**src/rtl/io_bridge_pkg.sv**
```systemverilog
// Shared address map, timer state encoding and CTRL bit positions for io_bridge.
package io_bridge_pkg;

    localparam logic [31:0] DM_LIMIT = 32'h0000_3000;
    localparam logic [31:0] DEV_BASE = 32'h0000_7F00;

    localparam logic [7:0] OFF_CTRL     = 8'h00;
    localparam logic [7:0] OFF_PRESET   = 8'h04;
    localparam logic [7:0] OFF_COUNT    = 8'h08;
    localparam logic [7:0] OFF_IN_DATA  = 8'h10;
    localparam logic [7:0] OFF_IN_STAT  = 8'h14;
    localparam logic [7:0] OFF_OUT_DATA = 8'h20;

    localparam int unsigned CTRL_EN   = 0;
    localparam int unsigned CTRL_MODE = 1;
    localparam int unsigned CTRL_IM   = 3;

    typedef enum logic [1:0] {
        T_IDLE = 2'd0,
        T_LOAD = 2'd1,
        T_CNT  = 2'd2,
        T_INT  = 2'd3
    } timer_state_t;

    // Word-aligned offset inside the device window.
    function automatic logic [7:0] dev_offset(input logic [31:0] addr);
        return {addr[7:2], 2'b00};
    endfunction

endpackage

```
**src/rtl/io_bridge_if.sv**
```systemverilog
// CPU data-memory port bundle between the core (master) and the bridge (slave).
interface io_bridge_if;
    logic [31:0] cpu_addr;
    logic        cpu_we;
    logic [31:0] cpu_wdata;
    logic [31:0] cpu_rdata;

    modport master (output cpu_addr, output cpu_we, output cpu_wdata, input cpu_rdata);
    modport slave  (input cpu_addr, input cpu_we, input cpu_wdata, output cpu_rdata);
endinterface

```
**src/rtl/io_bridge_timer_dev.sv**
```systemverilog
// Countdown timer device: CTRL/PRESET/COUNT registers, timer FSM and irq.
module timer_dev
    import io_bridge_pkg::*;
(
    input  logic        clk,
    input  logic        rst,
    input  logic        we,
    input  logic [7:0]  offset,
    input  logic [31:0] wdata,
    output logic [31:0] rdata,
    output logic        irq
);

    logic         en;
    logic         mode;
    logic         im;
    logic         ctrl_wr;
    logic [31:0]  preset;
    logic [31:0]  count;
    timer_state_t state;

    logic ctrl_we;
    logic preset_we;

    assign ctrl_we   = we && (offset == OFF_CTRL);
    assign preset_we = we && (offset == OFF_PRESET);

    // Register writes plus the FSM; ctrl_wr delays CTRL-write reactions by one edge.
    always_ff @(posedge clk) begin
        if (rst) begin
            en      <= 1'b0;
            mode    <= 1'b0;
            im      <= 1'b0;
            ctrl_wr <= 1'b0;
            preset  <= '0;
            count   <= '0;
            state   <= T_IDLE;
        end else begin
            ctrl_wr <= ctrl_we;
            if (ctrl_we) begin
                en   <= wdata[CTRL_EN];
                mode <= wdata[CTRL_MODE];
                im   <= wdata[CTRL_IM];
            end
            if (preset_we) begin
                preset <= wdata;
            end
            if (ctrl_wr && !en) begin
                state <= T_IDLE;
            end else begin
                case (state)
                    T_IDLE: if (en) state <= T_LOAD;
                    T_LOAD: begin
                        count <= preset;
                        state <= (preset == '0) ? T_INT : T_CNT;
                    end
                    T_CNT: begin
                        if (count <= 32'd1) begin
                            count <= '0;
                            state <= T_INT;
                        end else begin
                            count <= count - 32'd1;
                        end
                    end
                    T_INT: if (mode || ctrl_wr) state <= T_LOAD;
                    default: state <= T_IDLE;
                endcase
            end
        end
    end

    assign irq = (state == T_INT) && im;

    // Register read mux.
    always_comb begin
        rdata = '0;
        case (offset)
            OFF_CTRL: begin
                rdata[CTRL_EN]   = en;
                rdata[CTRL_MODE] = mode;
                rdata[CTRL_IM]   = im;
            end
            OFF_PRESET: rdata = preset;
            OFF_COUNT:  rdata = count;
            default:    rdata = '0;
        endcase
    end

endmodule

```
**src/rtl/io_bridge.sv**
```systemverilog
// Memory-mapped bridge: decodes CPU accesses to data memory, input sampler,
// output register and countdown timer.
module io_bridge
    import io_bridge_pkg::*;
#(
    parameter int unsigned SYNC_STAGES = 2
) (
    input  logic        clk,
    input  logic        rst,
    io_bridge_if.slave  bus,
    output logic [31:0] dm_addr,
    output logic        dm_we,
    output logic [31:0] dm_wdata,
    input  logic [31:0] dm_rdata,
    input  logic [31:0] input_data,
    output logic [31:0] output_data,
    output logic        irq
);

    logic        dm_sel;
    logic        dev_sel;
    logic [7:0]  offset;
    logic        dev_we;
    logic [31:0] timer_rdata;

    logic [31:0] sync_q [SYNC_STAGES];
    logic [31:0] in_prev;
    logic        chg;
    logic        chg_set;
    logic        chg_clr;

    assign dm_sel  = bus.cpu_addr < DM_LIMIT;
    assign dev_sel = bus.cpu_addr[31:8] == DEV_BASE[31:8];
    assign offset  = dev_offset(bus.cpu_addr);
    assign dev_we  = bus.cpu_we && dev_sel;

    assign dm_addr  = bus.cpu_addr;
    assign dm_wdata = bus.cpu_wdata;
    assign dm_we    = bus.cpu_we && dm_sel;

    assign chg_set = sync_q[SYNC_STAGES-1] != in_prev;
    assign chg_clr = dev_we && (offset == OFF_IN_STAT) && bus.cpu_wdata[0];

    // Input synchroniser chain and change flag; a new change beats a same-cycle clear.
    always_ff @(posedge clk) begin
        if (rst) begin
            for (int unsigned i = 0; i < SYNC_STAGES; i++) begin
                sync_q[i] <= '0;
            end
            in_prev <= '0;
            chg     <= 1'b0;
        end else begin
            sync_q[0] <= input_data;
            for (int unsigned i = 1; i < SYNC_STAGES; i++) begin
                sync_q[i] <= sync_q[i-1];
            end
            in_prev <= sync_q[SYNC_STAGES-1];
            chg     <= chg_set || (chg && !chg_clr);
        end
    end

    // Output device register, updated on the store edge itself.
    always_ff @(posedge clk) begin
        if (rst) begin
            output_data <= '0;
        end else if (dev_we && (offset == OFF_OUT_DATA)) begin
            output_data <= bus.cpu_wdata;
        end
    end

    timer_dev u_timer (
        .clk    (clk),
        .rst    (rst),
        .we     (dev_we),
        .offset (offset),
        .wdata  (bus.cpu_wdata),
        .rdata  (timer_rdata),
        .irq    (irq)
    );

    // Same-cycle load data: DM, device window, or zero for unmapped space.
    always_comb begin
        bus.cpu_rdata = '0;
        if (dm_sel) begin
            bus.cpu_rdata = dm_rdata;
        end else if (dev_sel) begin
            case (offset)
                OFF_CTRL, OFF_PRESET, OFF_COUNT: bus.cpu_rdata = timer_rdata;
                OFF_IN_DATA:  bus.cpu_rdata = sync_q[SYNC_STAGES-1];
                OFF_IN_STAT:  bus.cpu_rdata = {31'd0, chg};
                OFF_OUT_DATA: bus.cpu_rdata = output_data;
                default:      bus.cpu_rdata = '0;
            endcase
        end
    end

endmodule

```
**src/flat_wrapper.sv**
```systemverilog
// flat-port wrapper written by rule: the top's interface ports become plain ports
module io_bridge_flat import io_bridge_pkg::*;
#(
    parameter int unsigned SYNC_STAGES = 2
)
  (clk, rst, dm_addr, dm_we, dm_wdata, dm_rdata, input_data, output_data, irq, bus_cpu_addr, bus_cpu_we, bus_cpu_wdata, bus_cpu_rdata);
  io_bridge_if bus_i ();
  input  logic clk;
  input  logic rst;
  output logic [31:0] dm_addr;
  output logic dm_we;
  output logic [31:0] dm_wdata;
  input  logic [31:0] dm_rdata;
  input  logic [31:0] input_data;
  output logic [31:0] output_data;
  output logic irq;
  input wire logic [$bits(bus_i.cpu_addr)-1:0] bus_cpu_addr;
  input wire logic [$bits(bus_i.cpu_we)-1:0] bus_cpu_we;
  input wire logic [$bits(bus_i.cpu_wdata)-1:0] bus_cpu_wdata;
  output wire logic [$bits(bus_i.cpu_rdata)-1:0] bus_cpu_rdata;
  assign bus_i.cpu_addr = bus_cpu_addr;
  assign bus_i.cpu_we = bus_cpu_we;
  assign bus_i.cpu_wdata = bus_cpu_wdata;
  assign bus_cpu_rdata = bus_i.cpu_rdata;
  io_bridge #(.SYNC_STAGES(SYNC_STAGES)) u_core (.clk(clk), .rst(rst), .bus(bus_i), .dm_addr(dm_addr), .dm_we(dm_we), .dm_wdata(dm_wdata), .dm_rdata(dm_rdata), .input_data(input_data), .output_data(output_data), .irq(irq));
endmodule
```
**config.mk**
```make
export PLATFORM = sky130hd
export DESIGN_NAME = io_bridge_flat
export DESIGN_NICKNAME = d
export VERILOG_FILES = /design/src/rtl/io_bridge_pkg.sv /design/src/rtl/io_bridge_if.sv /design/src/rtl/io_bridge_timer_dev.sv /design/src/rtl/io_bridge.sv /design/src/flat_wrapper.sv
export SDC_FILE = /design/constraint.sdc
export NUM_CORES = 1
export LEC_CHECK = 0
export CORE_ASPECT_RATIO = 1.4
export CORE_MARGIN = 4
export CORE_UTILIZATION = 45
export DETAILED_ROUTE_END_ITERATION = 12
export DONT_BUFFER_PORTS = 1
export SYNTH_ARGS = -nofsm -noshare
export SYNTH_HDL_FRONTEND = slang
export SYNTH_HIERARCHICAL = 1
export SYNTH_SLANG_ARGS = --single-unit
export TNS_END_PERCENT = 10
```
**constraint.sdc**
```tcl
create_clock -name clk -period 3.3 [get_ports clk]
set_input_delay 0 -clock clk [delete_from_list [all_inputs] [get_ports clk]]
set_output_delay 0 -clock clk [all_outputs]
set_load 0.02 [all_outputs]
```
### Word level (Yosys, flattened, before mapping)

Memory sizes are Yosys's and may differ from the RTL's.
Cells that the tools add are included.
W data, S select, Z words.

* input bits: 131
* memories: 1
* flip-flop bits (word level): 135
* memory bits (writable): 64

* order comparisons: 2
* $add $sub $neg: 1
* bitwise gates (word level): 3
* equal/unequal tests: 13
* multiplexer cells: 19
* reduce and logical (&&, ||, !) cells: 22

Memories
* u_core.sync_q: depth 2, bits a word 32, read ports 2, clocked after Yosys merged registers in 0, write ports 2, RTL line io_bridge.sv:26 `logic [31:0] sync_q [SYNC_STAGES];`

Operators with widths (number)
* $mux W32: 5
* $pmux W32 S4: 1
* $pmux W32 S2: 1
* $pmux W28 S2: 1
* $le A32 B1 Y1 const B: 1
* $logic_not A32 Y1: 1
* $lt A32 B14 Y1 const B: 1
* $ne A32 B32 Y1: 1
* $sub A32 B1 Y32 const B: 1
* $eq A24 B7 Y1 const B: 1
* $eq A6 B3 Y1 const B: 2
* $logic_and A1 B1 Y1: 10
* $logic_not A8 Y1: 1
* $pmux W2 S4: 1
* $eq A6 B1 Y1 const B: 1
* $eq A6 B2 Y1 const B: 1
* $eq A6 B4 Y1 const B: 1
* $mux W2: 3
* $ne A2 B2 Y1 const B: 3
* $pmux W2 S3: 1
* $eq A2 B2 Y1 const B: 2
* $mux W1: 4
* $pmux W1 S3: 1
* $reduce_and A3 Y1: 1
* other kinds (11): 14

### Longest topological paths before layout

* depth in word-level cells: 7
* mapped depth: 8

### Cells and area by module

Netlist, hierarchy kept.

By module, submodules not included
* io_bridge: times used 1, cells an instance 580, area each 5949.5 sq um
* timer_dev: times used 1, cells an instance 527, area each 4092.7 sq um

### Least setup slack after synthesis

No wires, ideal clock.

* path kind: reg-to-reg
* from: register u_core.u_timer.count[0]
* to: register u_core.u_timer.count[22]
* cell stages (with the launch flop): 8
* slack: 1.082 ns
* data arrival time: 2.143 ns
* clock period less this slack: 2.218 ns
* library setup time: 0.074 ns
* path through: dfxtp_1 > inv_1 > ha_1 > or3b_2 > nor2_1 > nand3_1 > or4b_1 > a31oi_1

* longest elaborated chain between the ends: 3
* elaborated cells between the ends (all ways): 4
* classes of those cells: add/sub (1); order compare (1); mux (2)

Ends and longest elaborated chain
* from (decl): RTL line io_bridge_timer_dev.sv:19 `logic [31:0] count;`
* from (signal assigned): RTL line io_bridge_timer_dev.sv:54 `count <= preset;`
* from (signal assigned): RTL line io_bridge_timer_dev.sv:62 `count <= count - 32'd1;`
* $sub A32 B1 Y32 / $le A32 B1 Y1 (equally long branches): RTL line io_bridge_timer_dev.sv:62, io_bridge_timer_dev.sv:58
* $mux W32 *: RTL line io_bridge_timer_dev.sv:58 `if (count <= 32'd1) begin`
* $pmux W32 S2 *: RTL line io_bridge_timer_dev.sv:51 `case (state)`

Every way passes the cells marked *; elsewhere a longest branch is shown, timed or not.
A chain may end at the register's enable or synchronous reset.

### Worst setup path after layout

* from: register u_core.u_timer.count[22]
* to: register u_core.u_timer.count[1]

* longest elaborated chain between the ends: 3

Ends and longest elaborated chain (RTL line)
* $le A32 B1 Y1: io_bridge_timer_dev.sv:58
* $mux W32: io_bridge_timer_dev.sv:58
* $pmux W32 S2: io_bridge_timer_dev.sv:51

Every way passes these cells.

==> metrics.txt <==
CTS tree=built; Syn Area/Cell=roughly 9.1 µm²; overall power=5.88 mW; Tightest Hold Check Type=input pin to output pin; ys async rst share=0%; # setup viols final=0; peak supply drop=roughly 0.35 mV; Post-CTS Setup Bufs=0; f_max=between 300 and 400 MHz; CP Max Fanout=21; Yosys top cell area share=between 30% and 40%; CP cell instances=or4_1 -> nor4_4 -> a31oi_2 -> buf_4 -> a221oi_1 -> a211oi_1 -> dlygate4sd3_1; Filler Cell Count=2,052; num rows=64; mapped cell area=~10,000 µm²; Seq cells post-synth=between 150 and 200; layout cell share with drive strength beyond 1=approximately 10%; NumNets Final=about 1,200; PD cells=roughly 530 nW/µm²; clk_lat worst skew=0.44 ns; Port-buffer cells=0; Clock Sinks=199; DRC violations left=0; Post-Syn Instances=between 1,000 and 1,500; Hold Buf Count CTS=between 80 and 90; Final TNS setup=0 ns; die area=between 20,000 and 25,000 µm²; pin count of the biggest net entering global routing=between 150 and 200; RSZ-0062 raised after global routing=no; Reg area=approximately 4000 µm²; total iterations of the first detailed-routing run=10; Final Hold Fails=0; post-cts sizing count=0; Post-Synth XOR/XNOR Area=2.79%; most area-hungry cell type in the Yosys netlist=dfxtp_1; WS Path Type=flip-flop to flip-flop; multiplexer share of the synthesized area=less than 1%; simple-gate portion of the synthesized area=22.4%; DRT antenna net count=0; CTS Buf Count=17; worst slew margin relative to its limit=approximately a fifth; CP endpoint kind=flip-flop; vias in the first global route=just over 8,000; Buf/Inv on CP=2; startpoint types=flip-flop; max-slew violation count=0; vias per cell=6.24; wirelength, routed=about 32 mm; Netlist cell types=between 70 and 80; RD Place Congestion=0.922; Final Instance Area=about 11,000 µm²; Slowest-stage cell, CP=or4_1; P&R area growth vs syn=11.0%; Final HPWL DP=around 22 mm; Final Util=a little over 50%; clk buf depth=2; Routed WL per cell=between 20 and 25 µm; final worst clock skew=approximately 0.0082 ns; CTS root buffer=clkbuf_16; Worst EP required=3.63 ns; diodes inserted=0; Max-Cap Viols=0; top cells by area, synth=dfxtp_1 (40%), nor2b_1 (6.2%), a21oi_1 (5.2%), buf_4 (5.2%), o2bb2ai_2 (4.5%); first-pass GRT wire length=between 40 and 50 mm; Worst path top cell family by delay=simple AND/OR/NAND/NOR gates; largest family of logic cells by synthesized area=compound AO/OA/AOI/OAI gates; Core Region=approximately 22,000 µm²; Top FF cell, synth=dfxtp_1; Yosys warnings=6; Synth Area in Compound Gates=a little under a quarter; Synth Area in Adders=less than 1%; final hold slack=0.00000776 ns; worst slew pin tran=approximately 1.2 ns; leakage=between 3 and 4 nW; initial antenna violation count=0; Worst path max stage delay=approximately 0.75 ns; I/O Pins=~260; initial core utilization=45.8%; H-tree depth=4; DR vias=roughly 8,600; Post-synth EDFFs=0; Seq/Total Area, Yosys=roughly 40%; Die Height=185 µm; Reg clk slew, reported paths=around 0.080 ns; status=complete, no violations; multi-input gate area in the final layout=around 5100 µm²; Crit path arrival time=3.35 ns; Die X-Extent=134 µm; fin crit period=3.02 ns; ratio of final minimum period to clock period=91.4%; Iter 0 DRT Violations=between 1,000 and 1,500; Overall Global Routing Usage=between 20% and 30%; Cell Area, Placed=a little under 10,000 µm²; total grt overflow=0
per-stage QoR:
| step | instances | setup WS [ns] |
|---|---|---|
| finish | 1386 | 0.282 |
| global route | 1386 | 0.0155 |
| CTS | 1386 | 0.321 |
| detailed placement | 1271 | 0.813 |
| global placement | 1271 | 0.879 |
| floorplan | 1108 | 1.08 |
cell usage in the layout (no fill, tap or decap), drive strengths merged, types with 3 or more instances in the layout:
| cell type | instances |
|---|---|
| dfxtp | 199 |
| and3 | 5 |
| nor3 | 14 |
| xnor2 | 32 |
| or3 | 5 |
| nor4 | 21 |
| a222oi | 31 |
| buf | 26 |
| o311ai | 3 |
| nor2b | 99 |
| clkinv | 7 |
| a31oi | 15 |
| and2 | 8 |
| dlygate4sd3 | 82 |
| or3b | 3 |
| and4 | 3 |
| a22o | 29 |
| inv | 22 |
| o211ai | 5 |
| nand3 | 23 |
| a211oi | 3 |
| clkbuf | 18 |
| nand2 | 79 |
| o21ai | 5 |
| o2bb2ai | 33 |
| nand4 | 54 |
| a22oi | 4 |
| a221oi | 8 |
| mux2i | 8 |
| o32ai | 8 |
| nor2 | 34 |
| nor3b | 21 |
| o31ai | 33 |
| ha | 6 |
| a32oi | 6 |
| or4 | 8 |
| a21oi | 105 |
logic make-up (layout without fill, tap and decap cells):
kind of cell    count (synthesis)  in the layout
flops                         199            199
fa+ha+maj                       6              6
simple gates                  386            386
xor+xnor                       32             32
other cells                     1              2
buf+inv                       176            157
compound gates                299            299
mux                             8              8
report_power, final:
part	total [mW]	internal (mW)	switching, mW
sequential	2.53	2.47	0.0530
combinational	1.27	0.434	0.838
clock	2.08	1.09	0.993
total	5.88	3.99	1.88
cell type report:
type | count | share of cell area (%)
timing repair buffer | 108 | 9.30
clock buffer | 18 | 3.94
tap | 297 | 3.33
clock inverter | 14 | 1.28
multi-input combinational | 733 | 45.8
sequential | 199 | 35.8
inverter | 17 | 0.573
per-layer routing:
layer  share of wire (%)  wire (µm)  track usage [%]
met3                 7.9       2530             5.13
met2                  47      15100             41.2
met4                 4.4       1430             11.2
met1                  40      13000             32.2
met5                   0          0                0
sequential cells by signal, indices dropped and copies added (netlist names):
name,cells
u_core/u_timer/preset,32
u_core/u_timer/count,32
u_core/u_timer/ctrl_wr,1
u_core/sync_q,64
u_core/u_timer/state,2
u_core/chg,1
u_core/u_timer/en,1
u_core/in_prev,32
u_core/output_data,32
u_core/u_timer/im,1
u_core/u_timer/mode,1
worst reg2reg max path, stage by stage (launching register included):
cell and delay [ns]:
dfxtp_1 0.37, or4_1 0.75, nor4_4 0.43, a31oi_2 0.14, buf_4 0.27, a221oi_1 0.30
a211oi_1 0.08, dlygate4sd3_1 0.57
worst paths after layout:
path	from	endpoint	slack [ns]	cells after the start
min reg2reg	u_core/sync_q[0][8]$_SDFF_PP0_	u_core/sync_q[0][40]$_SDFF_PP0_	0.44	1
max reg2reg	u_core/u_timer/count[22]$_SDFFE_PP0P_	u_core/u_timer/count[1]$_SDFFE_PP0P_	0.28	7
max	u_core/u_timer/count[22]$_SDFFE_PP0P_	u_core/u_timer/count[1]$_SDFFE_PP0P_	0.28	7
min	bus_cpu_addr[1]	dm_addr[1]	0.000008	0
Yosys cell counts, drive strengths merged, types with 2 or more instances:
cell	count
o21ai	5
and2	8
o2bb2ai	33
and4	3
a21oi	105
a221oi	8
nor2b	99
a22o	29
nand4	54
nor4	21
o31a	2
mux2i	8
buf	95
or4	8
nor2	34
xnor2	32
a222oi	31
o2111ai	2
a31oi	15
nand2b	2
o31ai	33
dfxtp	199
clkbuf	64
o32ai	8
a32oi	6
inv	16
nor4b	2
and3	5
ha	6
o211ai	5
nor3b	21
o41a	2
nand3	23
nand2	79
or3b	3
or3	5
a22oi	4
o311ai	3
nor3	14
a211oi	3
No activity file was read; power rests on OpenSTA's default activity.
